$ cat src/rtl/decode_issue_if.sv
// Fetch-side and execute-side handshake bundle for the decode/issue stage.
// slave is the stage's view; master is the surrounding pipeline's view.
interface decode_issue_if #(
    parameter int XLEN = 32
);
    logic            if_valid;
    logic [31:0]     if_instr;
    logic [XLEN-1:0] if_pc;
    logic            if_ready;

    logic            out_valid;
    logic            ex_ready;
    logic [XLEN-1:0] out_pc;
    logic [XLEN-1:0] out_rs1_data;
    logic [XLEN-1:0] out_rs2_data;
    logic [4:0]      out_rd;
    logic [2:0]      out_funct3;
    logic            out_funct7b5;
    logic [3:0]      out_opclass;
    logic [XLEN-1:0] out_imm;
    logic            out_illegal;

    modport slave (
        input  if_valid, if_instr, if_pc, ex_ready,
        output if_ready, out_valid, out_pc, out_rs1_data, out_rs2_data, out_rd,
               out_funct3, out_funct7b5, out_opclass, out_imm, out_illegal
    );

    modport master (
        output if_valid, if_instr, if_pc, ex_ready,
        input  if_ready, out_valid, out_pc, out_rs1_data, out_rs2_data, out_rd,
               out_funct3, out_funct7b5, out_opclass, out_imm, out_illegal
    );
endinterface

$ cat src/rtl/decode_issue.sv
// RV32I decode/issue stage: drives regfile read addresses, captures operands,
// and stalls RAW/WAW hazards against a per-register pending-write scoreboard.
//
// state  | meaning
// IDLE   | waiting for fetch; if_ready high unless flushing
// DECODE | read addresses driven; stall here while a hazard exists
// READ   | regfile sampling addresses; data captured on exit
// ISSUE  | bundle valid, held until ex_ready
module decode_issue #(
    parameter int XLEN = 32,
    parameter int NREG = 32
) (
    input  logic             clk,
    input  logic             rst,
    input  logic             flush,
    output logic [4:0]       read_reg1,
    output logic [4:0]       read_reg2,
    input  logic [XLEN-1:0]  reg_data1,
    input  logic [XLEN-1:0]  reg_data2,
    input  logic             wb_valid,
    input  logic [4:0]       wb_rd,
    decode_issue_if.slave    bus
);
    typedef enum logic [1:0] {IDLE, DECODE, READ, ISSUE} state_t;

    state_t          state_q, state_d;
    logic [31:0]     instr_q, instr_d;
    logic [XLEN-1:0] pc_q, pc_d;
    logic [NREG-1:0] pending_q, pending_d;

    logic            out_valid_q, out_valid_d;
    logic [XLEN-1:0] out_pc_q, out_pc_d;
    logic [XLEN-1:0] rs1_data_q, rs1_data_d;
    logic [XLEN-1:0] rs2_data_q, rs2_data_d;
    logic [4:0]      out_rd_q, out_rd_d;
    logic [2:0]      funct3_q, funct3_d;
    logic            funct7b5_q, funct7b5_d;
    logic [3:0]      opclass_q, opclass_d;
    logic [XLEN-1:0] imm_q, imm_d;
    logic            illegal_q, illegal_d;

    logic [3:0]      dec_opclass;
    logic [XLEN-1:0] dec_imm;
    logic            uses_rs1, uses_rs2, writes_rd, dec_illegal;
    logic [4:0]      rs1, rs2, rd;
    logic            hazard, if_ready, issue_fire;

    assign rs1 = instr_q[19:15];
    assign rs2 = instr_q[24:20];
    assign rd  = instr_q[11:7];

    always_comb begin
        dec_opclass = 4'd15;
        dec_imm     = '0;
        uses_rs1    = 1'b0;
        uses_rs2    = 1'b0;
        writes_rd   = 1'b0;
        dec_illegal = 1'b0;
        case (instr_q[6:0])
            7'b0110111: begin dec_opclass = 4'd0; writes_rd = 1'b1;
                              dec_imm = {instr_q[31:12], 12'b0}; end
            7'b0010111: begin dec_opclass = 4'd1; writes_rd = 1'b1;
                              dec_imm = {instr_q[31:12], 12'b0}; end
            7'b1101111: begin dec_opclass = 4'd2; writes_rd = 1'b1;
                              dec_imm = {{11{instr_q[31]}}, instr_q[31], instr_q[19:12],
                                         instr_q[20], instr_q[30:21], 1'b0}; end
            7'b1100111: begin dec_opclass = 4'd3; writes_rd = 1'b1; uses_rs1 = 1'b1;
                              dec_imm = {{20{instr_q[31]}}, instr_q[31:20]}; end
            7'b1100011: begin dec_opclass = 4'd4; uses_rs1 = 1'b1; uses_rs2 = 1'b1;
                              dec_imm = {{19{instr_q[31]}}, instr_q[31], instr_q[7],
                                         instr_q[30:25], instr_q[11:8], 1'b0}; end
            7'b0000011: begin dec_opclass = 4'd5; writes_rd = 1'b1; uses_rs1 = 1'b1;
                              dec_imm = {{20{instr_q[31]}}, instr_q[31:20]}; end
            7'b0100011: begin dec_opclass = 4'd6; uses_rs1 = 1'b1; uses_rs2 = 1'b1;
                              dec_imm = {{20{instr_q[31]}}, instr_q[31:25], instr_q[11:7]}; end
            7'b0010011: begin dec_opclass = 4'd7; writes_rd = 1'b1; uses_rs1 = 1'b1;
                              dec_imm = {{20{instr_q[31]}}, instr_q[31:20]}; end
            7'b0110011: begin dec_opclass = 4'd8; writes_rd = 1'b1;
                              uses_rs1 = 1'b1; uses_rs2 = 1'b1; end
            default:    dec_illegal = 1'b1;
        endcase
    end

    // Mask is the registered copy, so a writeback frees DECODE one cycle later.
    assign hazard = (uses_rs1 & pending_q[rs1]) | (uses_rs2 & pending_q[rs2]) |
                    (writes_rd & pending_q[rd]);

    assign if_ready   = ~rst & ~flush & (state_q == IDLE);
    assign issue_fire = (state_q == ISSUE) & bus.ex_ready & ~flush;

    always_comb begin
        state_d     = state_q;
        instr_d     = instr_q;
        pc_d        = pc_q;
        out_valid_d = out_valid_q;
        out_pc_d    = out_pc_q;
        rs1_data_d  = rs1_data_q;
        rs2_data_d  = rs2_data_q;
        out_rd_d    = out_rd_q;
        funct3_d    = funct3_q;
        funct7b5_d  = funct7b5_q;
        opclass_d   = opclass_q;
        imm_d       = imm_q;
        illegal_d   = illegal_q;
        if (flush) begin
            state_d     = IDLE;
            out_valid_d = 1'b0;
        end else begin
            case (state_q)
                IDLE: if (bus.if_valid && if_ready) begin
                    instr_d = bus.if_instr;
                    pc_d    = bus.if_pc;
                    state_d = DECODE;
                end
                DECODE: if (!hazard) state_d = READ;
                READ: begin
                    state_d     = ISSUE;
                    out_valid_d = 1'b1;
                    out_pc_d    = pc_q;
                    rs1_data_d  = uses_rs1 ? reg_data1 : '0;
                    rs2_data_d  = uses_rs2 ? reg_data2 : '0;
                    out_rd_d    = writes_rd ? rd : 5'd0;
                    funct3_d    = instr_q[14:12];
                    funct7b5_d  = instr_q[30];
                    opclass_d   = dec_opclass;
                    imm_d       = dec_imm;
                    illegal_d   = dec_illegal;
                end
                ISSUE: if (bus.ex_ready) begin
                    state_d     = IDLE;
                    out_valid_d = 1'b0;
                end
                default: state_d = IDLE;
            endcase
        end
    end

    // Set is applied after clear so a same-cycle issue of the same rd wins.
    always_comb begin
        pending_d = pending_q;
        if (wb_valid) pending_d[wb_rd] = 1'b0;
        if (issue_fire && out_rd_q != 5'd0) pending_d[out_rd_q] = 1'b1;
        pending_d[0] = 1'b0;
    end

    always_ff @(posedge clk or posedge rst) begin
        if (rst) begin
            state_q     <= IDLE;
            instr_q     <= '0;
            pc_q        <= '0;
            pending_q   <= '0;
            out_valid_q <= 1'b0;
            out_pc_q    <= '0;
            rs1_data_q  <= '0;
            rs2_data_q  <= '0;
            out_rd_q    <= '0;
            funct3_q    <= '0;
            funct7b5_q  <= 1'b0;
            opclass_q   <= '0;
            imm_q       <= '0;
            illegal_q   <= 1'b0;
        end else begin
            state_q     <= state_d;
            instr_q     <= instr_d;
            pc_q        <= pc_d;
            pending_q   <= pending_d;
            out_valid_q <= out_valid_d;
            out_pc_q    <= out_pc_d;
            rs1_data_q  <= rs1_data_d;
            rs2_data_q  <= rs2_data_d;
            out_rd_q    <= out_rd_d;
            funct3_q    <= funct3_d;
            funct7b5_q  <= funct7b5_d;
            opclass_q   <= opclass_d;
            imm_q       <= imm_d;
            illegal_q   <= illegal_d;
        end
    end

    assign read_reg1 = (state_q != IDLE && uses_rs1) ? rs1 : 5'd0;
    assign read_reg2 = (state_q != IDLE && uses_rs2) ? rs2 : 5'd0;

    assign bus.if_ready     = if_ready;
    assign bus.out_valid    = out_valid_q;
    assign bus.out_pc       = out_pc_q;
    assign bus.out_rs1_data = rs1_data_q;
    assign bus.out_rs2_data = rs2_data_q;
    assign bus.out_rd       = out_rd_q;
    assign bus.out_funct3   = funct3_q;
    assign bus.out_funct7b5 = funct7b5_q;
    assign bus.out_opclass  = opclass_q;
    assign bus.out_imm      = imm_q;
    assign bus.out_illegal  = illegal_q;
endmodule

$ cat src/flat_wrapper.sv
// flat-port wrapper written by rule: the top's interface ports become plain ports
module decode_issue_flat 
#(
    parameter int XLEN = 32,
    parameter int NREG = 32
)
  (clk, rst, flush, read_reg1, read_reg2, reg_data1, reg_data2, wb_valid, wb_rd, bus_if_valid, bus_if_instr, bus_if_pc, bus_ex_ready, bus_if_ready, bus_out_valid, bus_out_pc, bus_out_rs1_data, bus_out_rs2_data, bus_out_rd, bus_out_funct3, bus_out_funct7b5, bus_out_opclass, bus_out_imm, bus_out_illegal);
  decode_issue_if #(.XLEN(XLEN)) bus_i ();
  input  logic clk;
  input  logic rst;
  input  logic flush;
  output logic [4:0] read_reg1;
  output logic [4:0] read_reg2;
  input  logic [XLEN-1:0] reg_data1;
  input  logic [XLEN-1:0] reg_data2;
  input  logic wb_valid;
  input  logic [4:0] wb_rd;
  input wire logic [$bits(bus_i.if_valid)-1:0] bus_if_valid;
  input wire logic [$bits(bus_i.if_instr)-1:0] bus_if_instr;
  input wire logic [$bits(bus_i.if_pc)-1:0] bus_if_pc;
  input wire logic [$bits(bus_i.ex_ready)-1:0] bus_ex_ready;
  output wire logic [$bits(bus_i.if_ready)-1:0] bus_if_ready;
  output wire logic [$bits(bus_i.out_valid)-1:0] bus_out_valid;
  output wire logic [$bits(bus_i.out_pc)-1:0] bus_out_pc;
  output wire logic [$bits(bus_i.out_rs1_data)-1:0] bus_out_rs1_data;
  output wire logic [$bits(bus_i.out_rs2_data)-1:0] bus_out_rs2_data;
  output wire logic [$bits(bus_i.out_rd)-1:0] bus_out_rd;
  output wire logic [$bits(bus_i.out_funct3)-1:0] bus_out_funct3;
  output wire logic [$bits(bus_i.out_funct7b5)-1:0] bus_out_funct7b5;
  output wire logic [$bits(bus_i.out_opclass)-1:0] bus_out_opclass;
  output wire logic [$bits(bus_i.out_imm)-1:0] bus_out_imm;
  output wire logic [$bits(bus_i.out_illegal)-1:0] bus_out_illegal;
  assign bus_i.if_valid = bus_if_valid;
  assign bus_i.if_instr = bus_if_instr;
  assign bus_i.if_pc = bus_if_pc;
  assign bus_i.ex_ready = bus_ex_ready;
  assign bus_if_ready = bus_i.if_ready;
  assign bus_out_valid = bus_i.out_valid;
  assign bus_out_pc = bus_i.out_pc;
  assign bus_out_rs1_data = bus_i.out_rs1_data;
  assign bus_out_rs2_data = bus_i.out_rs2_data;
  assign bus_out_rd = bus_i.out_rd;
  assign bus_out_funct3 = bus_i.out_funct3;
  assign bus_out_funct7b5 = bus_i.out_funct7b5;
  assign bus_out_opclass = bus_i.out_opclass;
  assign bus_out_imm = bus_i.out_imm;
  assign bus_out_illegal = bus_i.out_illegal;
  decode_issue #(.XLEN(XLEN), .NREG(NREG)) u_core (.clk(clk), .rst(rst), .flush(flush), .read_reg1(read_reg1), .read_reg2(read_reg2), .reg_data1(reg_data1), .reg_data2(reg_data2), .wb_valid(wb_valid), .wb_rd(wb_rd), .bus(bus_i));
endmodule
$ cat config.mk
export PLATFORM = sky130hd
export DESIGN_NAME = decode_issue_flat
export DESIGN_NICKNAME = d
export VERILOG_FILES = /design/src/rtl/decode_issue_if.sv /design/src/rtl/decode_issue.sv /design/src/flat_wrapper.sv
export SDC_FILE = /design/constraint.sdc
export NUM_CORES = 1
export LEC_CHECK = 0
export CAP_MARGIN = 20
export CORE_UTILIZATION = 52
export DETAILED_ROUTE_END_ITERATION = 16
export PLACE_DENSITY = 0.87
export SLEW_MARGIN = 20
export SYNTH_ARGS = -nofsm -noshare
export SYNTH_HDL_FRONTEND = slang
export SYNTH_SLANG_ARGS = --single-unit
export TNS_END_PERCENT = 5
$ cat constraint.sdc
create_clock -name clk -period 21.5 [get_ports clk]
set_clock_uncertainty 0.1 [all_clocks]
set_input_delay 3.225 -clock clk [delete_from_list [all_inputs] [get_ports clk]]
set_output_delay 3.225 -clock clk [all_outputs]
set_load 0.01 [all_outputs]
======== Word level (Yosys, flattened, before mapping) ========
Cells that the tools add are included.
cells by class
  order comparisons ....................... 7
  reduce and logical (&&, ||, !) cells .... 20
  muxes and demuxes ....................... 31
  eq/ne operators ......................... 15
  bitwise logic cells ..................... 14
operators by type and width
  kind                                                                                  number
  32-bit case mux with 5 select lines                                                   1
  32-bit 2-to-1 mux                                                                     4
  4-bit case mux with 9 select lines                                                    1
  32-bit bitwise AND                                                                    1
  32-bit inverter                                                                       1
  32-bit OR                                                                             1
  5-bit by 6-bit < comparator with 1-bit output (second input constant)                 5
  7-bit by 6-bit equality test with 1-bit output (second input constant)                3
  7-bit equality test (second input constant)                                           3
  1-bit binary-select mux with 5-bit select                                             3
  5-bit 2-to-1 mux                                                                      3
  7-bit by 5-bit equality test with 1-bit output (second input constant)                2
  1-bit 2-to-1 mux                                                                      11
  1-bit demux with 5-bit select                                                         2
  5-bit by 1-bit greater-or-equal comparator with 1-bit output (second input constant)  2
  3-bit inequality test (second input constant)                                         3
  9-bit OR reduction                                                                    1
  2-bit 2-to-1 mux                                                                      4
  2-bit case mux with 4 select lines                                                    1
  1-bit bitwise AND                                                                     7
  7-bit by 2-bit equality test with 1-bit output (second input constant)                1
  7-bit OR reduction                                                                    1
  1-bit logical AND                                                                     6
  3-bit AND reduction                                                                   2
  other kinds (13)                                                                      18
word-level totals
  output and inout port bits .............. 154
  logic and storage cells ................. 101
  input port bits ......................... 139
  register bits after elaboration ......... 240

======== Logic depth before layout (Yosys ltp) ========
Gate-level depths: netlist of run 1.
  word-level depth ........................ 9
  depth in mapped cells ................... 10

======== Least setup slack after synthesis of run 1 ========
Ideal clock, no wire load.
  path kind ............................... input -> output
  start ................................... in flush
  end ..................................... out bus_if_ready
  arrival time ............................ 3.732 ns
  stages .................................. 2
  data required time ...................... 18.175 ns
  path slack .............................. 14.443 ns
  cells stage by stage .................... clkbuf_2 nor3b_1
between the ends
  cells in the longest elaborated chain, start to end .. 3
ends and longest elaborated chain
  element                          RTL line            RTL
  start: declaration               flat_wrapper.sv:11  input logic flush;
  1-bit inverter (no source line)  -
  1-bit bitwise AND (2 in a row)   decode_issue.sv:88  assign if_ready = ~rst & ~flush & (state_q == IDLE);
  end: declaration                 flat_wrapper.sv:22  output wire logic [$bits(bus_i.if_ready)-1:0] bus_if_ready;
Every way passes these cells.

======== Final worst setup path of run 1 ========
Same ends and word-level chain as after synthesis.

==> impl_metrics.tcl, run 1 <==
set metrics [dict create \
    gp_congestion 0.865 \
    drt-wirelength-per-cell_um 19.8 \
    clk_latency_ps 530 \
    ys_warn_count 0 \
    drt-total-wl_um 31300 \
    power_uw 1690 \
    syn_nets 1179 \
    hold_buffers 0 \
    grt.overflow.total 0 \
    drt-vias-per-instance 5.69 \
    worstSetupPathType "input pin to output port" \
    htree_num_levels 1 \
    drtIter0Drc 715 \
    synthTopCellsByArea "dfrtp_1 (56%), nand2_1 (10%), o21ai_0 (7.6%)" \
    setup_tns_ps 0 \
    arrival_ps 4700 \
    cts_resized 0 \
    grt_pass1_vias 8873 \
    grt_first_pass_wirelength_um 49800 \
    rows 51 \
    grt_max_degree 103 \
    clock.fmax_mhz 125 \
    drt.antenna.violating_nets 0 \
    final.min_clock_period_ps 8020 \
    cts.sinks 240 \
    p_int_uw 1150 \
    p_seq_share_pct 42.7 \
    post-route-period-util_pct 37.3 \
    tightest_slew_ps 943 \
    r2r-start "u_core.state_q[1]" \
    yosys.area.top_type "dfrtp_1" \
    worst_path_most_repeated_cell "clkdlybuf4s50_1" \
    min_path_type "register to register" \
    finalSetupViolCount 0 \
    path_clk_slew_ps 60 \
    areaGrowthSynthToFinish_pct 37.3 \
    fill_cells 1334 \
    slowest_delay_ps 590 \
    synth_flop_cell "dfrtp_1" \
    peakVddDrop_v 0.0000808 \
    drv_cap 0 \
    io_buffers 292 \
    hpwlAfterDp_um 20900 \
    syn_avg_cell_area_um2 10.3 \
    post_cts_buffers 0 \
    layout_common_cells "clkdlybuf4s50_1 (292), nand2_1 (290), dfrtp_1 (240)" \
    worst_path_max_delay_cell "clkdlybuf4s50_1" \
    cellPowerDensity_nw_per_um2 115 \
    outcome "completed" \
    slew_viol_final 0 \
    synth_cells 1035 \
    crit_required_ps 18180 \
    rsz0062_at_grt "no" \
    io_pins 293 \
    power_frac_comb_pct 28.4 \
    path_max_fanout 9 \
    die-area_um2 21100 \
    p_sw_share_pct 32.0 \
    synth_edf_count 0 \
    synth.distinct_cells 60 \
    clockPowerShare_pct 28.9 \
    cts_buffers 25 \
    leakagePower_uw 0.00620 \
    syn_area_um2 10700 \
    synthArstFlopShare_pct 100 \
    synth_seq_cells 240 \
    nNetsFinal 1436 \
    cp-start-kind "input pin" \
    die_w_um 145 \
    layout_commonest_cell "clkdlybuf4s50_1" \
    synth_top_area_share_pct 56.4 \
    path_cells "clkdlybuf4s50_1, nor3b_1, clkdlybuf4s50_1" \
    grt_usage_pct 29.9 \
    drtPass1Iterations 6 \
    cts_tree "built" \
    start_util_pct 53.9 \
    drive_gt1_share_pct 12.1 \
    vias 8971 \
    drc 0 \
    end_kind "output port" \
    antenna_found_initial 1 \
    clockBufferDepth 3 \
    hold_violations 0 \
    cts-root-buf "clkbuf_16" \
    power_switching_uw 541 \
    maxSlewHeadroom_pct 37.1 \
    synth_seq_area_share_pct 56.4 \
    crit_start "flush" \
    hp-start "u_core.pc_q[1]" \
    core-area_um2 19800 \
    fp.dieH_um 145 \
]
final timing paths:
check	slack, ps	depth (start not counted)	to
setup / recovery	13480	3	bus_if_ready
hold / removal	360	2	u_core.bus.out_pc[1]
setup reg to reg	18380	9	u_core.state_q[1]
hold reg to reg	360	2	u_core.bus.out_pc[1]
max in group asynchronous	16860	3	u_core.bus.out_pc[30]
min in group asynchronous	3170	2	u_core.bus.out_rs1_data[3]
Yosys cell counts (4+ instances only):
cell type / instances
nand2_1: 290
dfrtp_1: 240
o21ai_0: 161
mux2_2: 67
clkbuf_1: 47
nor2_1: 31
a21oi_1: 28
mux4_2: 16
buf_2: 12
nand3b_1: 12
and2_1: 11
nand3_1: 9
mux2i_1: 8
inv_1: 7
a22o_1: 5
a31oi_1: 5
and3b_1: 5
ha_1: 5
a221oi_1: 4
nor3b_1: 4
o31ai_1: 4
or3b_2: 4
worst max-delay path: cells and delay by family:
| kind | cells | cell delay [ps] |
|---|---|---|
| buf+inv | 2 | 1170 |
| simple gates | 1 | 310 |
power by group through the flow:
stage                     sequential (uW)  combinational (uW)  clock, uW
after floorplan                       680                 280          0
after global placement                712                 464          0
after detailed placement              722                 478          0
after CTS                             717                 482        494
after global routing                  738                 518        511
final                                 720                 480        488
layer usage:
| metal | share of wire, % | wire [um] | track usage (%) | vias to the layer above |
|---|---|---|---|---|
| met5 | 0 | 0 | 0 | - |
| met4 | 4.0 | 1250 | 12.3 | 0 |
| met3 | 7.9 | 2480 | 5.72 | 102 |
| met2 | 50 | 15700 | 51.4 | 475 |
| met1 | 38 | 11900 | 37.1 | 4329 |
| li1 | - | - | - | 4065 |
sequential cells by signal (all words and copies together), names as in the netlist:
| name | count |
|---|---|
| u_core.bus.out_rs2_data | 32 |
| u_core.bus.out_rs1_data | 32 |
| u_core.bus.out_imm | 32 |
| u_core.bus.out_pc | 32 |
| u_core.bus.out_valid | 1 |
| u_core.state_q | 2 |
| u_core.bus.out_opclass | 4 |
| u_core.instr_q | 32 |
| u_core.bus.out_illegal | 1 |
| u_core.bus.out_rd | 5 |
| u_core.pending_q | 31 |
| u_core.pc_q | 32 |
| u_core.bus.out_funct7b5 | 1 |
| u_core.bus.out_funct3 | 3 |
kinds of logic (layout without fill, tap and decap cells):
| family | after synthesis | in the layout | synth area share [%] |
|---|---|---|---|
| flops | 240 | 240 | 56.4 |
| compound gates | 224 | 224 | 11.7 |
| simple gates | 393 | 393 | 16.1 |
| other cells | 0 | 1 | 0 |
| xor+xnor | 1 | 1 | 0.0822 |
| buf+inv | 78 | 354 | 3.41 |
| mux | 94 | 94 | 11.8 |
| fa+ha+maj | 5 | 5 | 0.587 |
area by class of cell:
class	instances	area (um^2)	share of cell area (%)
Inverter	7	33.8	0.231
Antenna cell	1	2.50	0.0171
Clock buffer	31	708	4.84
Multi-Input combinational cell	717	4300	29.4
Tap cell	265	332	2.27
Timing Repair Buffer	301	3010	20.6
Clock inverter	15	239	1.63
Sequential cell	240	6010	41.0
through the flow:
stage / std cells / setup slack, ps / cell area, um^2 / utilization, % / hold slack, ps
after floorplan: 1035 / 11590 / 10700 / - / 335
after global placement: 1529 / 13490 / 13700 / 69.0 / 341
after detailed placement: 1529 / 13490 / 13700 / 69.0 / 352
after CTS: 1575 / 13480 / 14600 / 73.8 / 363
after global routing: 1577 / 13390 / 14600 / 74.0 / 380
final: 1577 / 13480 / 14600 / 74.0 / 359
Power figures use the tool's default switching activity.
==> run 2: changes to the inputs <==
--- a/config.mk
+++ b/config.mk
@@ -6,9 +6,9 @@
 export NUM_CORES = 1
 export LEC_CHECK = 0
 export CAP_MARGIN = 20
-export CORE_UTILIZATION = 52
+export CORE_UTILIZATION = 44
 export DETAILED_ROUTE_END_ITERATION = 16
-export PLACE_DENSITY = 0.87
+export PLACE_DENSITY = 0.78
 export SLEW_MARGIN = 20
 export SYNTH_ARGS = -nofsm -noshare
 export SYNTH_HDL_FRONTEND = slang
==> constraint.sdc (replaced) <==
create_clock -name clk -period 7.2 [get_ports clk]
set_clock_uncertainty 0.1 [all_clocks]
set_input_delay 1.08 -clock clk [delete_from_list [all_inputs] [get_ports clk]]
set_output_delay 1.08 -clock clk [all_outputs]
set_load 0.01 [all_outputs]
==> run 2 against run 1 <==
Compared with the run above: final cell count is 3.6% higher; sequential power rose to 3.0 times the previous value; largest cell class unchanged; critical path depth grew 3; die area grew 18%; setup slack lost 10000 ps; via count shrank 2.6%; critical endpoint is now read_reg1[2]; combinational power rose to 3.0 times the previous value; critical path type is now register to output port.
==> impl_metrics.tcl, run 2 (same netlist as run 1, synthesis figures left out) <==
set metrics [dict create \
    rsz0062_at_grt "no" \
    slowest_delay_ps 540 \
    r2r_end "u_core.state_q[1]" \
    drt-vias-per-instance 5.35 \
    io_pins 293 \
    gp_congestion 0.855 \
    vias 8740 \
    clock.fmax_mhz 248 \
    cts_tree "built" \
    start_util_pct 45.1 \
    fp.dieH_um 158 \
    drt-wirelength-per-cell_um 18.5 \
    crit_buf_inv 2 \
    nNetsFinal 1438 \
    hold_buffers 0 \
    drv_cap 0 \
    gr-usage-met2_pct 39.7 \
    rows 56 \
    core-area_um2 23600 \
    layout_commonest_cell "clkdlybuf4s50_1" \
    hpwlAfterDp_um 20900 \
    io_buffers 292 \
    leakagePower_uw 0.00614 \
    cts_resized 0 \
    worst_slack_ps 3170 \
    drt.antenna.violating_nets 0 \
    grt.overflow.total 0 \
    finalSetupViolCount 0 \
    crit_required_ps 6020 \
    outcome "completed" \
    post-route-period-util_pct 55.9 \
    drtPass1Iterations 6 \
    cts-root-buf "clkbuf_16" \
    setup_tns_ps 0 \
    path_cells "and3b_1, o21ai_2, buf_4, nor2_1, and2_1, clkdlybuf4s50_1" \
    post_cts_buffers 0 \
    maxSlewHeadroom_pct 40.0 \
    cellPowerDensity_nw_per_um2 331 \
    fill_cells 1900 \
    fin_cells 1633 \
    areaGrowthSynthToFinish_pct 36.9 \
    worstSetupPathType "register to output port" \
    cts_buffers 26 \
    crit_end "read_reg1[2]" \
    grt_max_degree 139 \
    numPlacedInstances 1584 \
    drc 0 \
    clockBufferDepth 3 \
    antenna_found_initial 0 \
    hold-worst-slack_ps 359 \
    drive_gt1_share_pct 11.7 \
    htree_num_levels 1 \
    grt_pass1_vias 8261 \
    drtIter0Drc 853 \
    worst_path_max_delay_cell "clkdlybuf4s50_1" \
    tightest_slew_ps 900 \
    clk_latency_ps 530 \
    crit_start "u_core.instr_q[3]" \
    hold_violations 0 \
    cp-start-kind "register" \
    holdPathStages 2 \
    final.min_clock_period_ps 4030 \
    grt_util_met1_pct 29.8 \
    die_w_um 158 \
    grt_usage_pct 23.7 \
    r2r_cells 7 \
    grt_use_met3_pct 5.20 \
    layout_common_cells "clkdlybuf4s50_1 (292), nand2_1 (290), dfrtp_1 (240)" \
    path_clk_slew_ps 60 \
    cts.sinks 240 \
    min_path_type "register to register" \
    end_kind "output port" \
    die-area_um2 24800 \
    busiest_layer "met2" \
    path_max_fanout 36 \
    path_depth 6 \
    slew_viol_final 0 \
    r2r-start "u_core.instr_q[15]" \
    post-place-ws_ps 3440 \
    path_delay_family "simple AND/OR/NAND/NOR gates" \
    drt-total-wl_um 30200 \
    peakVddDrop_v 0.000233 \
    arrival_ps 2850 \
    grt_first_pass_wirelength_um 45500 \
    antenna_cells 0 \
    r2r_setup_slack_ps 4390 \
]
-- run 2: cell count changes in the layout (fill, tap and decap cells not counted), sizes merged --
cell	change
clkinv	+3
bufinv	-5
clkbuf	+6
inv	-2
buf	+1
diode	-1
-- run 2: cell type report --
type | count | area (um^2) | share of cell area (%)
Clock buffer | 37 | 732 | 5.02
Tap cell | 319 | 399 | 2.74
Timing Repair Buffer | 302 | 3020 | 20.7
Clock inverter | 11 | 95.1 | 0.652
Inverter | 7 | 30.0 | 0.206
Sequential cell | 240 | 6010 | 41.2
Multi-Input combinational cell | 717 | 4300 | 29.5
-- run 2: worst min path at each step --
stage                               start                    end  slack [ps]
after global routing       u_core.pc_q[1]   u_core.bus.out_pc[1]         380
after CTS                 u_core.pc_q[23]  u_core.bus.out_pc[23]         360
after global placement     u_core.pc_q[4]   u_core.bus.out_pc[4]         340
final                     u_core.pc_q[26]  u_core.bus.out_pc[26]         360
after detailed placement  u_core.pc_q[23]  u_core.bus.out_pc[23]         350
after floorplan            u_core.pc_q[0]   u_core.bus.out_pc[0]         330
-- run 2: worst reg2reg max path, delay by kind of cell, from the launching register on --
kind	cells	cell delay [ps]
AO/OA/AOI/OAI	5	1160
multiplexers	1	640
AND/OR/NAND/NOR	1	130
flip-flops	1	700
-- run 2: stage by stage --
stage | area, um^2 | total power, uW | utilization, %
finish | 14600 | 4830 | 61.8
global route | 14600 | 5090 | 61.8
CTS | 14600 | 4870 | 61.7
detailed placement | 13700 | 3580 | 58.2
global placement | 13700 | 3530 | 58.2
floorplan | 10700 | 2870 | -
-- run 2: layer usage --
layer / up-vias / wire (um)
met1: 4249 / 12200
met5: - / 0
li1: 4058 / -
met4: 0 / 981
met2: 363 / 14600
met3: 70 / 2440
-- run 2: power by group --
group          leakage, uW  switching, uW  internal [uW]
Combinational      0.00259            630            786
Clock             0.000414            529            745
Sequential         0.00314            419           1720
